## src/rtl/rr_grant_scheduler_if.sv

```systemverilog
// Requester/scheduler bundle for the 4-way round-robin scheduler.
// gnt_valid is the only qualifier: gnt/gnt_idx name the owner only while it is 1;
// there is no back-pressure, the owner ends a grant by pulsing done or dropping req.
interface rr_grant_scheduler_if;
  logic [3:0] req;
  logic       done;
  logic [3:0] gnt;
  logic [1:0] gnt_idx;
  logic       gnt_valid;
  logic       timeout;
  logic       state_dbg;
  logic [1:0] ptr_dbg;

  modport master (
    output req, done,
    input  gnt, gnt_idx, gnt_valid, timeout, state_dbg, ptr_dbg
  );

  modport slave (
    input  req, done,
    output gnt, gnt_idx, gnt_valid, timeout, state_dbg, ptr_dbg
  );
endinterface

```

## src/rtl/rr_grant_scheduler.sv

```systemverilog
// Round-robin owner of one shared resource among four requesters, with a
// hold timeout and a one-cycle bubble between consecutive grants.
module rr_grant_scheduler #(
  parameter int MAX_HOLD = 8
) (
  input logic                  clk,
  input logic                  rst,
  rr_grant_scheduler_if.slave  bus
);

  localparam int CW = $clog2(MAX_HOLD) + 1;
  localparam logic [CW-1:0] HOLD_LAST = CW'(MAX_HOLD - 1);

  typedef enum logic {IDLE = 1'b0, GRANT = 1'b1} state_t;

  state_t        state_q, state_d;
  logic [1:0]    gnt_idx_q, gnt_idx_d;
  logic          gnt_valid_q, gnt_valid_d;
  logic          timeout_q, timeout_d;
  logic [CW-1:0] cnt_q, cnt_d;
  logic [1:0]    ptr_q, ptr_d;

  logic [1:0]    pick_idx;
  logic          pick_found;
  logic [1:0]    cand;
  logic          owner_done;
  logic          owner_gone;
  logic          hold_expired;

  // First requester at or after the pointer, wrapping modulo 4.
  always_comb begin
    pick_idx   = '0;
    pick_found = 1'b0;
    cand       = '0;
    for (int k = 0; k < 4; k++) begin
      cand = ptr_q + 2'(k);
      if (!pick_found && bus.req[cand]) begin
        pick_found = 1'b1;
        pick_idx   = cand;
      end
    end
  end

  assign owner_done   = bus.done;
  assign owner_gone   = !bus.req[gnt_idx_q];
  assign hold_expired = (cnt_q == HOLD_LAST);

  always_comb begin
    state_d     = state_q;
    gnt_idx_d   = gnt_idx_q;
    gnt_valid_d = gnt_valid_q;
    timeout_d   = 1'b0;
    cnt_d       = cnt_q;
    ptr_d       = ptr_q;
    case (state_q)
      IDLE: begin
        if (pick_found) begin
          state_d     = GRANT;
          gnt_idx_d   = pick_idx;
          gnt_valid_d = 1'b1;
          cnt_d       = '0;
        end
      end
      GRANT: begin
        if (owner_done || owner_gone || hold_expired) begin
          state_d     = IDLE;
          gnt_valid_d = 1'b0;
          ptr_d       = gnt_idx_q + 2'd1;
          // done and withdrawal take precedence over the forced release.
          timeout_d   = !owner_done && !owner_gone;
        end else begin
          cnt_d = cnt_q + CW'(1);
        end
      end
      default: begin
        state_d     = IDLE;
        gnt_valid_d = 1'b0;
      end
    endcase
  end

  always_ff @(posedge clk) begin
    if (rst) begin
      state_q     <= IDLE;
      gnt_idx_q   <= '0;
      gnt_valid_q <= 1'b0;
      timeout_q   <= 1'b0;
      cnt_q       <= '0;
      ptr_q       <= '0;
    end else begin
      state_q     <= state_d;
      gnt_idx_q   <= gnt_idx_d;
      gnt_valid_q <= gnt_valid_d;
      timeout_q   <= timeout_d;
      cnt_q       <= cnt_d;
      ptr_q       <= ptr_d;
    end
  end

  // 2x4 decoder gated by gnt_valid; fed only from registers.
  wire       s1_n;
  wire       s0_n;
  wire [3:0] gnt_w;

  not u_inv1 (s1_n, gnt_idx_q[1]);
  not u_inv0 (s0_n, gnt_idx_q[0]);
  and u_dec0 (gnt_w[0], s1_n,         s0_n,         gnt_valid_q);
  and u_dec1 (gnt_w[1], s1_n,         gnt_idx_q[0], gnt_valid_q);
  and u_dec2 (gnt_w[2], gnt_idx_q[1], s0_n,         gnt_valid_q);
  and u_dec3 (gnt_w[3], gnt_idx_q[1], gnt_idx_q[0], gnt_valid_q);

  assign bus.gnt       = gnt_w;
  assign bus.gnt_idx   = gnt_idx_q;
  assign bus.gnt_valid = gnt_valid_q;
  assign bus.timeout   = timeout_q;
  assign bus.state_dbg = state_q;
  assign bus.ptr_dbg   = ptr_q;

endmodule
```

## src/flat_wrapper.sv

```systemverilog
// flat-port wrapper written by rule: the top's interface ports become plain ports
module rr_grant_scheduler_flat 
#(
  parameter int MAX_HOLD = 8
)
  (clk, rst, bus_req, bus_done, bus_gnt, bus_gnt_idx, bus_gnt_valid, bus_timeout, bus_state_dbg, bus_ptr_dbg);
  rr_grant_scheduler_if bus_i ();
  input logic clk;
  input logic rst;
  input wire logic [$bits(bus_i.req)-1:0] bus_req;
  input wire logic [$bits(bus_i.done)-1:0] bus_done;
  output wire logic [$bits(bus_i.gnt)-1:0] bus_gnt;
  output wire logic [$bits(bus_i.gnt_idx)-1:0] bus_gnt_idx;
  output wire logic [$bits(bus_i.gnt_valid)-1:0] bus_gnt_valid;
  output wire logic [$bits(bus_i.timeout)-1:0] bus_timeout;
  output wire logic [$bits(bus_i.state_dbg)-1:0] bus_state_dbg;
  output wire logic [$bits(bus_i.ptr_dbg)-1:0] bus_ptr_dbg;
  assign bus_i.req = bus_req;
  assign bus_i.done = bus_done;
  assign bus_gnt = bus_i.gnt;
  assign bus_gnt_idx = bus_i.gnt_idx;
  assign bus_gnt_valid = bus_i.gnt_valid;
  assign bus_timeout = bus_i.timeout;
  assign bus_state_dbg = bus_i.state_dbg;
  assign bus_ptr_dbg = bus_i.ptr_dbg;
  rr_grant_scheduler #(.MAX_HOLD(MAX_HOLD)) u_core (.clk(clk), .rst(rst), .bus(bus_i));
endmodule
```

## config.mk

```make
export PLATFORM = sky130hd
export DESIGN_NAME = rr_grant_scheduler_flat
export DESIGN_NICKNAME = d
export VERILOG_FILES = /design/src/rtl/rr_grant_scheduler_if.sv /design/src/rtl/rr_grant_scheduler.sv /design/src/flat_wrapper.sv
export SDC_FILE = /design/constraint.sdc
export NUM_CORES = 1
export LEC_CHECK = 0
export ABC_AREA = 0
export BUFFER_PORTS_ARGS = -buffer_cell sky130_fd_sc_hd__buf_4
export CORE_MARGIN = 2
export CORE_UTILIZATION = 35
export CTS_CLUSTER_SIZE = 14
export DETAILED_ROUTE_END_ITERATION = 6
export PLACE_DENSITY = 0.69
export SLEW_MARGIN = 20
export SYNTH_ARGS = -nofsm -noshare
export SYNTH_HDL_FRONTEND = slang
export SYNTH_SLANG_ARGS = --single-unit
```

## constraint.sdc

```tcl
create_clock -name clk -period 1.55 [get_ports clk]
set_input_delay 0 -clock clk [delete_from_list [all_inputs] [get_ports clk]]
set_output_delay 0 -clock clk [all_outputs]
set_load 0.02 [all_outputs]
```

==> out/metrics.csv <==
stage,metric,value,unit
yosys,syn_area,628,um2
pwr,seq_power_share,45.6,%
detailed_routing,vias,616,
critical_path,reg2reg_to,u_core.bus.ptr_dbg[0]$_SDFFE_PP0P_,
yosys,ys_seq_elements,11,
yosys,syn_area_per_cell,8.49,um2
final_layout,drive_above_1_share,30.7,%
timing,grt_setup_unrepaired,yes,
yosys,synth_xor_area_share,1.39,%
timing,period_minus_slack,1520,ps
timing,timing.fmax,0.656,GHz
placement,place_hpwl,1120,um
floorplanning,io_pins,18,
yosys,synth_compound_area_share,14.1,%
critical_path,critPathLaunch,u_core.bus.gnt_idx[0]$_SDFFE_PP0P_,
placement,portBuffers,17,
pwr,leakagePower,0.373,nW
critical_path,worstRegToRegCells,4,
critical_path,critPathKind,reg2reg,
placement,dpl_worst_slack,20.0,ps
pwr,clkPwrFrac,27.6,%
global_route,grt_pass1_wl,2190,um
hold_path,hp-class,in2reg,
pwr,comb_power_share,26.8,%
yosys,synthAdderAreaFrac,3.98,%
clock_network,numCtsBuffers,3,
yosys,yosys.area_share.simple,31.7,%
clock_network,root_buffer,clkbuf_4,
detailed_routing,dr.pass1.iters,2,
timing,fin_crit_sh,98.3,%
global_route,grt_pass1_vias,538,
critical_path,crit_arrival,1690,ps
final_layout,diodes,0,
yosys,synth_top_family_by_area,simple AND/OR/NAND/NOR gates,
critical_path,r2r_slack,30,ps
timing,worst_slew_pin_slew,332,ps
pwr,swShare,30.0,%
critical_path,crit_required,1710,ps
detailed_routing,drc,0,
timing,whs,87.6,ps
yosys,yosysWarnings,0,
pwr,pwr_density_cell,787,mW/mm2
global_route,grt_max_degree,11,
timing,slew_headroom,77.5,%
timing,timing.final.ws_setup,26.2,ps
detailed_routing,finalWirelength,1430,um
floorplanning,die_w,46.4,um
detailed_routing,wire_per_inst,11.3,um
yosys,synth_top_area_cell,dfxtp_1,
detailed_routing,viasPerCell,4.89,
timing,fin_setup_tns,0,ps
clock_network,clkTransAtPathRegs,70,ps
global_route,grt_antenna_before_repair,0,
critical_path,critPathLaunchType,register,
pwr,p_int,0.000485,W
yosys,synth_top_area_share,35.1,%
critical_path,end_kind,register,
yosys,synth_nets,83,
pwr,ir_drop,0.472,mV
pwr,netSwitchingPower,0.000208,W
floorplanning,die_y,46.4,um
yosys,ys_seq_area_share,35.1,%
final_layout,fin_cells,126,
timing,setup_viol,0,
job,maxCapViolations,0,
global_route,grt_overflow_total,0,
final_layout,fin_nets,111,
detailed_routing,drt_iter0_drc,10,
placement,dp_cells,119,
yosys,synth_area_leaders,"dfxtp_1 (35%), mux2i_1 (4.8%), nor2_1 (4.8%), inv_1 (4.2%), nand2_1 (4.2%)",
clock_network,cts_buffer_depth,2,
global_route,grt_usage,14.2,%
floorplanning,start_util,36.8,%
placement,routabilityCongestion,0.774,
floorplanning,dieArea,0.00215,mm2
critical_path,cp_max_fo,3,
critical_path,r2r_start,u_core.bus.gnt_idx[0]$_SDFFE_PP0P_,
floorplanning,core,0.00171,mm2
yosys,synth_cell_types,31,
clock_network,cts_tree,built,
detailed_routing,antenna_left,0,
clock_network,postCtsResizedCells,0,
run_status,outcome,"finished, final reports clean",
timing,fin_skew,0.245,ps
timing,finalHoldViolCount,0,
floorplanning,std_cell_rows,15,
critical_path,critical_path.endpoint,u_core.bus.ptr_dbg[0]$_SDFFE_PP0P_,
final_layout,syn2layout_area_growth,40.2,%
clock_network,cts.htree.levels,1,
clock_network,clkLatencyLatePin,260,ps
clock_network,numClockSinks,11,
yosys,syn_inst,74,
timing,drv_slew,0,
yosys,synthMuxAreaShare,8.37,%
-- per-layer routing --
metal | wire length (um) | global-route usage (%) | vias up | share of wire, %
met5 | 0 | 0 | - | 0
met4 | 0 | 1.71 | 0 | 0
met3 | 47 | 5.88 | 0 | 3.3
met2 | 709 | 23.1 | 11 | 50
met1 | 672 | 18.2 | 283 | 47
li1 | - | - | 322 | -
-- placed cells by master, fill, tap and decap left out, types with 2 or more instances in the layout --
master	count
buf_4	24
a21oi_1	5
nor3_1	2
ha_1	2
inv_1	7
nand2b_1	2
nor2_1	8
or3_1	2
nand2_1	7
dfxtp_1	10
clkbuf_4	3
o21ai_0	2
nor4_1	2
nor4bb_1	2
mux2i_1	3
-- sequential cells by signal, indices dropped and copies added (netlist names) --
name                  cells
u_core.cnt_q              4
u_core.bus.gnt_idx        2
u_core.bus.ptr_dbg        2
u_core.bus.gnt_valid      1
u_core.bus.state_dbg      1
u_core.bus.timeout        1
-- how the worst min path moves through the flow --
stage,from,to,depth (start not counted)
floorplan,bus_done,u_core.bus.timeout$_SDFF_PP0_,3
global placement,rst,u_core.bus.gnt_idx[0]$_SDFFE_PP0P_,2
detailed placement,rst,u_core.bus.gnt_idx[0]$_SDFFE_PP0P_,2
CTS,bus_done,u_core.bus.timeout$_SDFF_PP0_,4
global route,bus_done,u_core.bus.timeout$_SDFF_PP0_,4
finish,bus_done,u_core.bus.timeout$_SDFF_PP0_,4
-- cells in the mapped netlist --
cell and instances:
dfxtp_1 11, nor2_1 8, inv_1 7, nand2_1 7, a21oi_1 5, mux2i_1 3, clkbuf_1 2, ha_1 2
nand2b_1 2, nor3_1 2, nor4_1 2, nor4bb_1 2, o21ai_0 2, or3_1 2, a221oi_1 1, a31oi_2 1
a41o_1 1, and2_1 1, and3_1 1, mux4_2 1, nand3_1 1, nand3b_1 1, nand4_1 1, nand4_4 1
nand4b_1 1, nor3b_1 1, o22ai_1 1, o311ai_1 1, o31ai_1 1, or2_1 1, xor2_1 1
-- cell type report --
type	instances	area [um2]
clock buffer	4	26.3
timing repair buffer	25	190
sequential	11	224
inverter	7	26.3
tap	25	31.3
multi-input combinational	54	383
fill	153	827
-- critical path, cell delays in order, from the launching register on --
cell and delay, ps:
dfxtp_4 350, mux4_2 570, a31oi_4 230, mux2i_1 220
nor2_1 50
-- cells by family after synthesis --
| group | after synthesis |
|---|---|
| AND/OR/NAND/NOR | 34 |
| flip-flops | 11 |
| buffers and inverters | 9 |
| multiplexers | 4 |
| adder cells (fa/ha/maj) | 2 |
| XOR/XNOR | 1 |
| AO/OA/AOI/OAI | 13 |
-- stage by stage --
| stage | total power [W] | cell area (um2) | utilization, % |
|---|---|---|---|
| after floorplan | 0.000424 | 641 | - |
| after global placement | 0.000497 | 830 | 48.6 |
| after detailed placement | 0.000502 | 830 | 48.6 |
| after CTS | 0.000694 | 866 | 50.7 |
| after global routing | 0.000728 | 881 | 51.6 |
| final | 0.000693 | 881 | 51.6 |
-- power groups by stage --
stage	clock [W]	combinational, W	sequential (W)
6_report	0.000191	0.000186	0.000316
5_1_grt	0.000209	0.000200	0.000319
4_1_cts	0.000196	0.000182	0.000316
3_5_place_dp	0	0.000179	0.000322
3_3_place_gp	0	0.000175	0.000322
2_1_floorplan	0	0.0000853	0.000338
-- repair_timing --
item                                   4_1_cts  5_1_grt
buffers inserted                             0        2
endpoints found under the hold margin        8        0
setup endpoints to repair                    0        3
hold buffers                                 1        0
(Power assumes the default switching activity.)
